===== config.mk =====
export PLATFORM = sky130hd
export DESIGN_NAME = mult_issue
export DESIGN_NICKNAME = d
export VERILOG_FILES = /design/src/rtl/mult_issue.sv
export SDC_FILE = /design/constraint.sdc
export NUM_CORES = 1
export LEC_CHECK = 0
export CAP_MARGIN = 20
export CORE_ASPECT_RATIO = 1.4
export CORE_MARGIN = 1
export CORE_UTILIZATION = 35
export DETAILED_ROUTE_END_ITERATION = 12
export HOLD_SLACK_MARGIN = 0.02
export PLACE_DENSITY = 0.68
export SYNTH_ARGS = -nofsm -noshare
export SYNTH_HDL_FRONTEND = slang
export SYNTH_SLANG_ARGS = --single-unit

===== constraint.sdc =====
create_clock -name clock -period 1.9 [get_ports clock]
set_input_delay 0.285 -clock clock [delete_from_list [all_inputs] [get_ports clock]]
set_output_delay 0.285 -clock clock [all_outputs]
set_load 0.005 [all_outputs]

===== src/rtl/mult_issue.sv =====
// Request/response front-end for the iterative Booth multiplier: holds operands,
// issues a one-cycle start pulse, waits for ready under a watchdog, returns the result.
module mult_issue #(
    parameter int unsigned TIMEOUT = 40,
    parameter int unsigned TAG_W   = 4
) (
    input  logic             clock,
    input  logic             reset_n,
    input  logic             req_valid,
    output logic             req_ready,
    input  logic [31:0]      req_operandA,
    input  logic [31:0]      req_operandB,
    input  logic [TAG_W-1:0] req_tag,
    output logic             rsp_valid,
    input  logic             rsp_ready,
    output logic [31:0]      rsp_result,
    output logic             rsp_exception,
    output logic             rsp_timeout,
    output logic [TAG_W-1:0] rsp_tag,
    output logic             busy,
    output logic [31:0]      mult_operandA,
    output logic [31:0]      mult_operandB,
    output logic             mult_ctrl_MULT,
    input  logic [31:0]      mult_result,
    input  logic             mult_exception,
    input  logic             mult_resultRDY
);

    localparam int unsigned DATA_W = 32;
    localparam int unsigned CNT_W  = 8;

    typedef enum logic [1:0] {
        S_IDLE  = 2'd0,
        S_START = 2'd1,
        S_WAIT  = 2'd2,
        S_DONE  = 2'd3
    } state_t;

    state_t              r_state;
    state_t              w_state_nxt;
    logic [CNT_W-1:0]    r_cnt;
    logic [CNT_W-1:0]    w_cnt_nxt;
    logic                w_accept;
    logic                w_capture;
    logic                w_expire;
    logic [DATA_W-1:0]   r_opa;
    logic [DATA_W-1:0]   r_opb;
    logic [TAG_W-1:0]    r_tag;
    logic [DATA_W-1:0]   r_result;
    logic                r_exc;
    logic                r_to;

    // State register
    always_ff @(posedge clock or negedge reset_n) begin
        if (!reset_n) begin
            r_state <= S_IDLE;
        end else begin
            r_state <= w_state_nxt;
        end
    end

    // Next state, watchdog count and capture strobes; RDY is only honoured in WAIT
    always_comb begin
        w_state_nxt = r_state;
        w_cnt_nxt   = r_cnt;
        w_accept    = 1'b0;
        w_capture   = 1'b0;
        w_expire    = 1'b0;
        case (r_state)
            S_IDLE: begin
                if (req_valid) begin
                    w_accept    = 1'b1;
                    w_state_nxt = S_START;
                end
            end
            S_START: begin
                w_cnt_nxt   = '0;
                w_state_nxt = S_WAIT;
            end
            S_WAIT: begin
                w_cnt_nxt = r_cnt + CNT_W'(1);
                if (mult_resultRDY) begin
                    w_capture   = 1'b1;
                    w_state_nxt = S_DONE;
                end else if (r_cnt == CNT_W'(TIMEOUT - 1)) begin
                    w_expire    = 1'b1;
                    w_state_nxt = S_DONE;
                end
            end
            S_DONE: begin
                if (rsp_ready) begin
                    w_state_nxt = S_IDLE;
                end
            end
            default: w_state_nxt = S_IDLE;
        endcase
    end

    // Operand/tag holding registers, watchdog counter and response registers
    always_ff @(posedge clock or negedge reset_n) begin
        if (!reset_n) begin
            r_cnt    <= '0;
            r_opa    <= '0;
            r_opb    <= '0;
            r_tag    <= '0;
            r_result <= '0;
            r_exc    <= 1'b0;
            r_to     <= 1'b0;
        end else begin
            r_cnt <= w_cnt_nxt;
            if (w_accept) begin
                r_opa <= req_operandA;
                r_opb <= req_operandB;
                r_tag <= req_tag;
            end
            if (w_capture) begin
                r_result <= mult_result;
                r_exc    <= mult_exception;
                r_to     <= 1'b0;
            end else if (w_expire) begin
                r_result <= '0;
                r_exc    <= 1'b1;
                r_to     <= 1'b1;
            end
        end
    end

    // req_ready is gated by reset_n so it reads 0 while reset is held
    assign req_ready      = (r_state == S_IDLE) && reset_n;
    assign rsp_valid      = (r_state == S_DONE);
    assign busy           = (r_state == S_START) || (r_state == S_WAIT);
    assign mult_ctrl_MULT = (r_state == S_START);
    assign mult_operandA  = r_opa;
    assign mult_operandB  = r_opb;
    assign rsp_result     = r_result;
    assign rsp_exception  = r_exc;
    assign rsp_timeout    = r_to;
    assign rsp_tag        = r_tag;

endmodule


==> qor.yml, run 1 <==
fp.dieW_um: 102
grt_pass1_vias: 4166
synth_top_area_share_pct: 57.5
cts.clk_slew.worst_paths_ps: 80
seq_area_um2: 2800
clkLatencyLatePin_ps: 350
postRouteAntennaNets: 0
synthTopCellsByArea: "dfrtp_1 (57%), mux2_2 (16%), a221o_1 (6.6%)"
rrSetupSlack_ps: 190
cp-start-kind: "flop"
maxCapViolCount: 0
status: "finished, final reports clean"
worstReg2RegEnd: "rsp_result[26]"
grt_remaining_overflow: 0
multi_input_area_um2: 1910
skew_ps: 7.07
p_sw_w: 0.00326
drt-initial-drc-count: 122
routed_wl_um: 13200
clock_sinks: 112
swShare_pct: 29.4
hold_violations: 0
cts_buffers: 9
row_count: 50
setup_viol: 0
slew_viol_final: 0
finalCritPeriodShare_pct: 97.2
max_clock_freq_mhz: 542
timing.final.crit_period_ps: 1850
antenna_cells: 0
ys.flop_type: "dfrtp_1"
cts_tree: "done"
p_per_area_nw_per_um2: 1470
synth.avg_cell_area_um2: 13.2
drive_above_1_share_pct: 19.3
fillers: 1205
worstReg2RegStart: "r_cnt[0]"
viasPerCell: 5.01
first_pass_iters: 4
pwr-share-comb_pct: 46.7
vias: 3868
grt_start_max_net_pins: 113
ir_drop_mv: 0.744
core_um2: 13500
nNetsFinal: 697
async_reset_ff_share_pct: 100
min_path_type: "input port to async pin"
synth_seq_area_share_pct: 57.5
antenna_found_initial: 0
place_congestion: 0.846
path_buf_inv: 2
hold_buffers: 0
wl_per_cell_um: 17.1
critPathTopFamily: "buffers and inverters"
pwr-share-clk_pct: 16.5
dp_slack_ps: 59.5
synthToLayoutAreaGrowth_pct: 54.7
io_pins: 212
synth_edf_count: 0
hpwlAfterDp_um: 9520
holdWs_ps: 6.27
track_usage_pct: 19.1
numPortBuffers: 211
most-common-layout-cells: "clkdlybuf4s50_1 (208), dfrtp_1 (112), mux2_2 (68), a21oi_1 (36)"
rsz0062_at_grt: "no"
p_leak_nw: 3.09
initial_core_util_pct: 36.1
final_common_cell: "clkdlybuf4s50_1"
dpl.cell_count: 752
netlist_area_um2: 4870
slew-limit-headroom_pct: 58.1
route.detailed.drc: 0
yosysWarnings: 0
clock_path_buffers: 2
tightestPinTransition_ps: 629
die_h_um: 142
max_stage_delay_ps: 490
cts-root-buf: "clkbuf_16"
fin_ws_ps: 53.4
final_cells: 772
end_kind: "primary output"
syn_nets: 480
worstRegToRegCells: 5
crit_slowest_cell: "clkdlybuf4s50_1"
synth_cells: 368
htreeDepth: 3
grt_pass1_wl_um: 21100
synthDistinctLibCells: 39
crit_arrival_ps: 1560
crit_type: "flop to primary output"
p_int_w: 0.00781
path_max_fanout: 5
finalSetupTns_ps: 0
cp_cell_sequence: "inv_2 > ha_4 > clkdlybuf4s50_1"
synth_seq_cells: 112
yosys.area.top_type: "dfrtp_1"
die_area_um2: 14400
crit_required_ps: 1620
pwr-share-seq_pct: 36.9
[registers in the layout (all words and copies together), names as in the netlist]
name / flops
mult_operandA: 32
rsp_exception: 1
rsp_result: 32
rsp_timeout: 1
rsp_tag: 4
mult_operandB: 32
r_cnt: 8
r_state: 2
[layout make-up]
cell class	count	share of cell area (%)
tap	182	3.02
timing repair buffer	231	30.5
clock buffer	12	3.27
sequential	112	37.2
clock inverter	4	0.481
multi-input combinational	224	25.3
inverter	7	0.348
[through the flow]
| step | total power (W) | utilization, % | instance area, um^2 |
|---|---|---|---|
| final | 0.0111 | 55.8 | 7540 |
| after CTS | 0.0112 | 55.8 | 7540 |
| after floorplan | 0.00616 | - | 4870 |
| after global routing | 0.0118 | 55.8 | 7540 |
| after global placement | 0.00906 | 53.4 | 7220 |
| after detailed placement | 0.00925 | 53.4 | 7220 |
[kinds of logic (layout without fill, tap and decap cells)]
family | Yosys count | in the layout | synth area share [%]
muxes | 71 | 71 | 16.3
DFF | 112 | 112 | 57.5
AOI/OAI and AO/OA | 84 | 84 | 12.7
adders and majority gates | 6 | 6 | 1.54
buffers and inverters | 32 | 254 | 3.72
and+or+nand+nor | 63 | 63 | 8.26
[how the worst max path moves through the flow]
stage | to | depth (start not counted) | slack (ps) | startpoint
6_report | busy | 3 | 50 | r_state[0]
5_1_grt | busy | 3 | 10 | r_state[1]
4_1_cts | busy | 3 | 50 | r_state[1]
3_5_place_dp | r_cnt[7] | 5 | 60 | r_state[1]
3_3_place_gp | busy | 3 | 130 | r_state[1]
2_1_floorplan | mult_operandA[0] | 6 | 260 | r_state[0]
[cells in the mapped netlist (all sizes together) (2+ instances only)]
master and number:
dfrtp 112, mux2 68, a21oi 36, a221o 32
nand2b 32, buf 17, clkbuf 8, inv 7
nand2 7, ha 6, nand3 4, nor2 4
o21ai 4, mux2i 3, nor2b 3, o211ai 3
or3 3, and2 2, or4 2
[metal layers]
layer  track usage, %  share of wire, %  up-vias
li1                 -                 -     1775
met1             21.4                39     1922
met2             34.5                52      155
met3             4.78               7.4       16
met4             6.48               1.4        0
met5                0                 0        -
[power by group through the flow]
stage	logic, W	clock network [W]	registers [W]
floorplan	0.00201	0	0.00416
global placement	0.00498	0	0.00408
detailed placement	0.00512	0	0.00413
CTS	0.00525	0.00189	0.00408
global route	0.00563	0.00197	0.00423
finish	0.00516	0.00182	0.00408
[worst reg2reg max path: cells and delay by family (launching register included)]
| family | cells | cell delay, ps |
|---|---|---|
| flip-flops | 1 | 400 |
| buffers and inverters | 1 | 240 |
| AO/OA/AOI/OAI | 2 | 400 |
| adder cells (fa/ha/maj) | 1 | 260 |
| AND/OR/NAND/NOR | 1 | 300 |
[what timing repair did]
item | CTS | global route
pin swaps | 1 | 0
endpoints found under the setup margin | 2 | 1
resized for setup | 5 | 1
buffers inserted | 4 | 0
No activity file was read; power rests on OpenSTA's default activity.
==> run 2: changes to the inputs <==
==> constraint.sdc (replaced) <==
create_clock -name clock -period 1.9 [get_ports clock]
set_input_delay 0.38 -clock clock [delete_from_list [all_inputs] [get_ports clock]]
set_output_delay 0.38 -clock clock [all_outputs]
set_load 0.005 [all_outputs]
==> run 2 against run 1 <==
Via count shrank 1.0%. Hold slack gained 190 ps. First-iteration DRC count down 27%. Cell count down 0.39%. Maximum frequency up 7.3%. Total power fell by 1.1%. Critical endpoint is now rsp_valid. Sequential share of layout area rose by 0.093 points.
==> qor.yml, run 2 (same netlist as run 1, synthesis figures left out) <==
min_path_type: "input port to async pin"
clkLatencyLatePin_ps: 340
first_pass_iters: 4
vias: 3829
io_pins: 212
end_kind: "primary output"
grt_pass1_vias: 3999
htreeDepth: 3
maxCapViolCount: 0
synthToLayoutAreaGrowth_pct: 54.4
final_cells: 769
drive_above_1_share_pct: 19.1
pwr-share-seq_pct: 37.3
skew_ps: 6.57
hold_buffers: 0
pwr-share-comb_pct: 46.7
fin_area_um2: 7520
row_count: 50
numPortBuffers: 211
p_per_area_nw_per_um2: 1450
slew_viol_final: 0
antenna_found_initial: 0
cts_buffers: 9
viasPerCell: 4.98
status: "finished, final reports clean"
crit_arrival_ps: 1340
initial_core_util_pct: 36.1
placed_cell_area_um2: 7230
crit_slowest_cell: "dfrtp_1"
dpl.cell_count: 752
track_usage_pct: 18.2
crit_required_ps: 1520
wl_per_cell_um: 16.9
final_common_cell: "clkdlybuf4s50_1"
clock_path_buffers: 2
antenna_cells: 0
grt_start_max_net_pins: 61
swShare_pct: 29.1
grt_remaining_overflow: 0
pwr-share-clk_pct: 16.0
most-common-layout-cells: "clkdlybuf4s50_1 (206), dfrtp_1 (112), mux2_2 (68), a21oi_1 (36)"
hold_violations: 0
p_leak_nw: 3.07
route.detailed.drc: 0
finalCritPeriodShare_pct: 90.6
cp-endpoint: "rsp_valid"
die_h_um: 142
critPathTopFamily: "buffers and inverters"
cts_tree: "done"
core_um2: 13500
setup_viol: 0
crit_type: "flop to primary output"
place_congestion: 0.820
post-route-util_pct: 55.7
worstReg2RegStart: "r_state[0]"
max_stage_delay_ps: 400
worstRegToRegCells: 6
cp.depth: 3
p_sw_w: 0.00319
rsz0062_at_grt: "no"
cts.clk_slew.worst_paths_ps: 70
drt-initial-drc-count: 89
tightestPinTransition_ps: 748
clock_sinks: 112
max_clock_freq_mhz: 581
nNetsFinal: 695
cts-root-buf: "clkbuf_16"
startpoint: "r_state[1]"
die_area_um2: 14400
cp-start-kind: "flop"
ir_drop_mv: 0.641
grt_pass1_wl_um: 20300
cp_cell_sequence: "buf_4 > ha_1 > dlygate4sd2_1"
finalPower_w: 0.0109
slew-limit-headroom_pct: 50.2
fp.dieW_um: 102
rrSetupSlack_ps: 230
p_int_w: 0.00776
routed_wl_um: 13000
worstReg2RegEnd: "rsp_result[18]"
finalSetupTns_ps: 0
hpwlAfterDp_um: 9560
timing.final.crit_period_ps: 1720
postRouteAntennaNets: 0
path_max_fanout: 4
path_buf_inv: 2
==> run 2: what timing repair did <==
action                                  in CTS  in global routing
resized for setup                            8                  0
endpoints found under the setup margin       3                  0
buffers inserted                             2                  0
==> run 2: worst min-delay path by stage <==
stage                            from                 to  slack, ps  depth (start not counted)
floorplan                     reset_n   mult_operandA[0]         80                          0
global placement    mult_operandA[18]  mult_operandA[18]        480                          1
detailed placement  mult_operandA[13]  mult_operandA[13]        490                          1
CTS                           reset_n      rsp_result[2]        220                          2
global route                  reset_n     rsp_result[28]        250                          2
finish                        reset_n     rsp_result[24]        200                          2
==> run 2: cell type report <==
type	count	area (um^2)
clock buffers	11	243
clock inverters	4	30.0
fillers	1145	5990
inverters	7	26.3
multi-input cells	224	1910
flip-flops and latches	112	2800
well taps	182	228
repair buffers	229	2290
==> run 2: power by group through the flow <==
stage	sequential, W	clock [W]	combinational, W
6_report	0.00409	0.00175	0.00511
5_1_grt	0.00422	0.00190	0.00555
4_1_cts	0.00410	0.00182	0.00518
3_5_place_dp	0.00414	0	0.00512
3_3_place_gp	0.00409	0	0.00500
2_1_floorplan	0.00416	0	0.00201
==> run 2: worst reg2reg max path: stages, from the launching register on <==
cell	delay, ps
dfrtp_1	370
inv_2	60
buf_4	140
ha_1	270
and2_1	190
buf_4	210
a221o_1	320
==> run 2: layer usage <==
layer	GRT usage [%]	up-vias	wire length, um
met3	5.02	10	1030
met2	32.7	160	6810
met4	5.42	0	168
met5	0	-	0
li1	-	1779	-
met1	20.6	1880	5020
==> run 2: per-stage QoR <==
| step | setup slack [ps] | hold WS (ps) |
|---|---|---|
| final | 180 | 200 |
| after global routing | 117 | 245 |
| after CTS | 160 | 223 |
| after detailed placement | 88.4 | 493 |
| after global placement | 138 | 485 |
| after floorplan | 257 | 84.4 |
==> run 3: changes to the inputs <==
Settings changed: CORE_UTILIZATION 35 to 32, CTS_CLUSTER_SIZE set to 14, PLACE_DENSITY 0.68 to not set, SLEW_MARGIN set to 20.
==> run 3 against run 2 <==
Worst setup slack worse by 39 ps. Total power increased by 0.79%. Global-route usage decreased by 1.4 points. Largest power group unchanged. Sequential cell count did not move. Maximum frequency fell by 2.2%. Sequential power about the same. Register-to-register slack worse by 50 ps. Sequential share of layout area is 0.26 points lower. Hold slack got worse by 130 ps. Combinational power about the same. Final area is 0.70% higher.
==> qor.yml, run 3 (same netlist as run 1, synthesis figures left out) <==
place_congestion: 0.740
setup_viol: 0
p_int_w: 0.00775
antenna_cells: 0
synthToLayoutAreaGrowth_pct: 55.4
drt-initial-drc-count: 131
cp-start-kind: "flop"
max_clock_freq_mhz: 568
grt_remaining_overflow: 0
finalSetupTns_ps: 0
p_leak_nw: 3.09
clkLatencyLatePin_ps: 350
swShare_pct: 29.7
numPortBuffers: 211
min_path_type: "input port to async pin"
route.detailed.drc: 0
postRouteAntennaNets: 0
first_pass_iters: 4
cts-root-buf: "clkbuf_16"
antenna_found_initial: 0
htreeDepth: 3
slew_viol_final: 0
p_sw_w: 0.00328
hpwlAfterDp_um: 8940
most-common-layout-cells: "clkdlybuf4s50_1 (206), dfrtp_1 (112), mux2_2 (68), a21oi_1 (36)"
wl_per_cell_um: 16.4
maxCapViolCount: 0
cts.clk_slew.worst_paths_ps: 80
io_pins: 212
grt_pass1_wl_um: 20800
nNetsFinal: 694
crit_type: "flop to primary output"
crit_required_ps: 1520
final_common_cell: "clkdlybuf4s50_1"
hold_violations: 0
drive_above_1_share_pct: 19.1
crit_arrival_ps: 1380
clock_sinks: 112
slew-limit-headroom_pct: 57.4
rsz0062_at_grt: "no"
end_kind: "primary output"
p_per_area_nw_per_um2: 1460
tightestPinTransition_ps: 640
cts_buffers: 9
initial_core_util_pct: 32.7
fillers: 1346
skew_ps: 9.88
timing.final.crit_period_ps: 1760
core_um2: 14900
vias: 3843
clock_path_buffers: 2
row_count: 53
pwr-share-seq_pct: 37.0
status: "finished, final reports clean"
die_area_um2: 15700
pwr-share-clk_pct: 16.9
grt_start_max_net_pins: 113
viasPerCell: 4.94
holdWs_ps: 74.3
finalCritPeriodShare_pct: 92.6
track_usage_pct: 16.8
pwr-share-comb_pct: 46.1
die_h_um: 148
grt_pass1_vias: 4068
cts_tree: "done"
ir_drop_mv: 0.889
routed_wl_um: 12800
path_max_fanout: 2
fp.dieW_um: 106
## run 3: final timing paths
kind,from,end,slack (ps),depth (start not counted)
min in group clock,rsp_timeout,rsp_timeout,500,2
hold reg to reg,rsp_timeout,rsp_timeout,500,2
max in group asynchronous,reset_n,mult_operandA[17],1310,2
setup / recovery,r_state[0],busy,140,3
hold / removal,reset_n,r_state[0],70,2
setup reg to reg,r_state[0],r_cnt[7],180,6
## run 3: critical path, cell delays in order (launching register included)
cell and delay, ps:
dfrtp_1 390, inv_2 50, ha_1 320, dlygate4sd2_1 280
## run 3: what timing repair did
item | 4_1_cts | 5_1_grt
setup buffers | 3 | 0
gates cloned | 0 | 0
hold buffers | 0 | 0
setup endpoints to repair | 4 | 33
gates resized for setup | 6 | 1
## run 3: power groups by stage
stage | sequential, W | clock (W) | combinational [W]
final | 0.00409 | 0.00186 | 0.00508
after global routing | 0.00424 | 0.00205 | 0.00551
after CTS | 0.00409 | 0.00195 | 0.00519
after detailed placement | 0.00412 | 0 | 0.00517
after global placement | 0.00408 | 0 | 0.00508
after floorplan | 0.00416 | 0 | 0.00201
## run 3: metrics by stage
stage	instance area (um^2)	total power, W	cells	setup slack (ps)	utilization (%)
2_1_floorplan	4870	0.00616	368	257	-
3_3_place_gp	7280	0.00916	761	175	48.8
3_5_place_dp	7280	0.00929	761	117	48.8
4_1_cts	7580	0.0112	779	68.0	50.8
5_1_grt	7580	0.0118	778	66.5	50.8
6_report	7580	0.0110	778	141	50.8
## run 3: final cells by class
cell class / instances / area [um^2] / share of cell area [%]
Tap cell: 192 / 240 / 3.17
Clock inverter: 6 / 62.6 / 0.826
Sequential cell: 112 / 2800 / 37.0
Inverter: 7 / 26.3 / 0.347
Clock buffer: 9 / 225 / 2.97
Timing Repair Buffer: 228 / 2320 / 30.6
Multi-Input combinational cell: 224 / 1900 / 25.1
## run 3: routing by layer
metal / part of all wire, % / vias to the layer above / global-route usage (%) / routed length [um]
li1: - / 1769 / - / -
met4: 1.8 / 0 / 6.04 / 226
met3: 6.0 / 18 / 3.75 / 761
met2: 52 / 141 / 29.5 / 6610
met1: 41 / 1915 / 19.8 / 5190
met5: 0 / - / 0 / 0
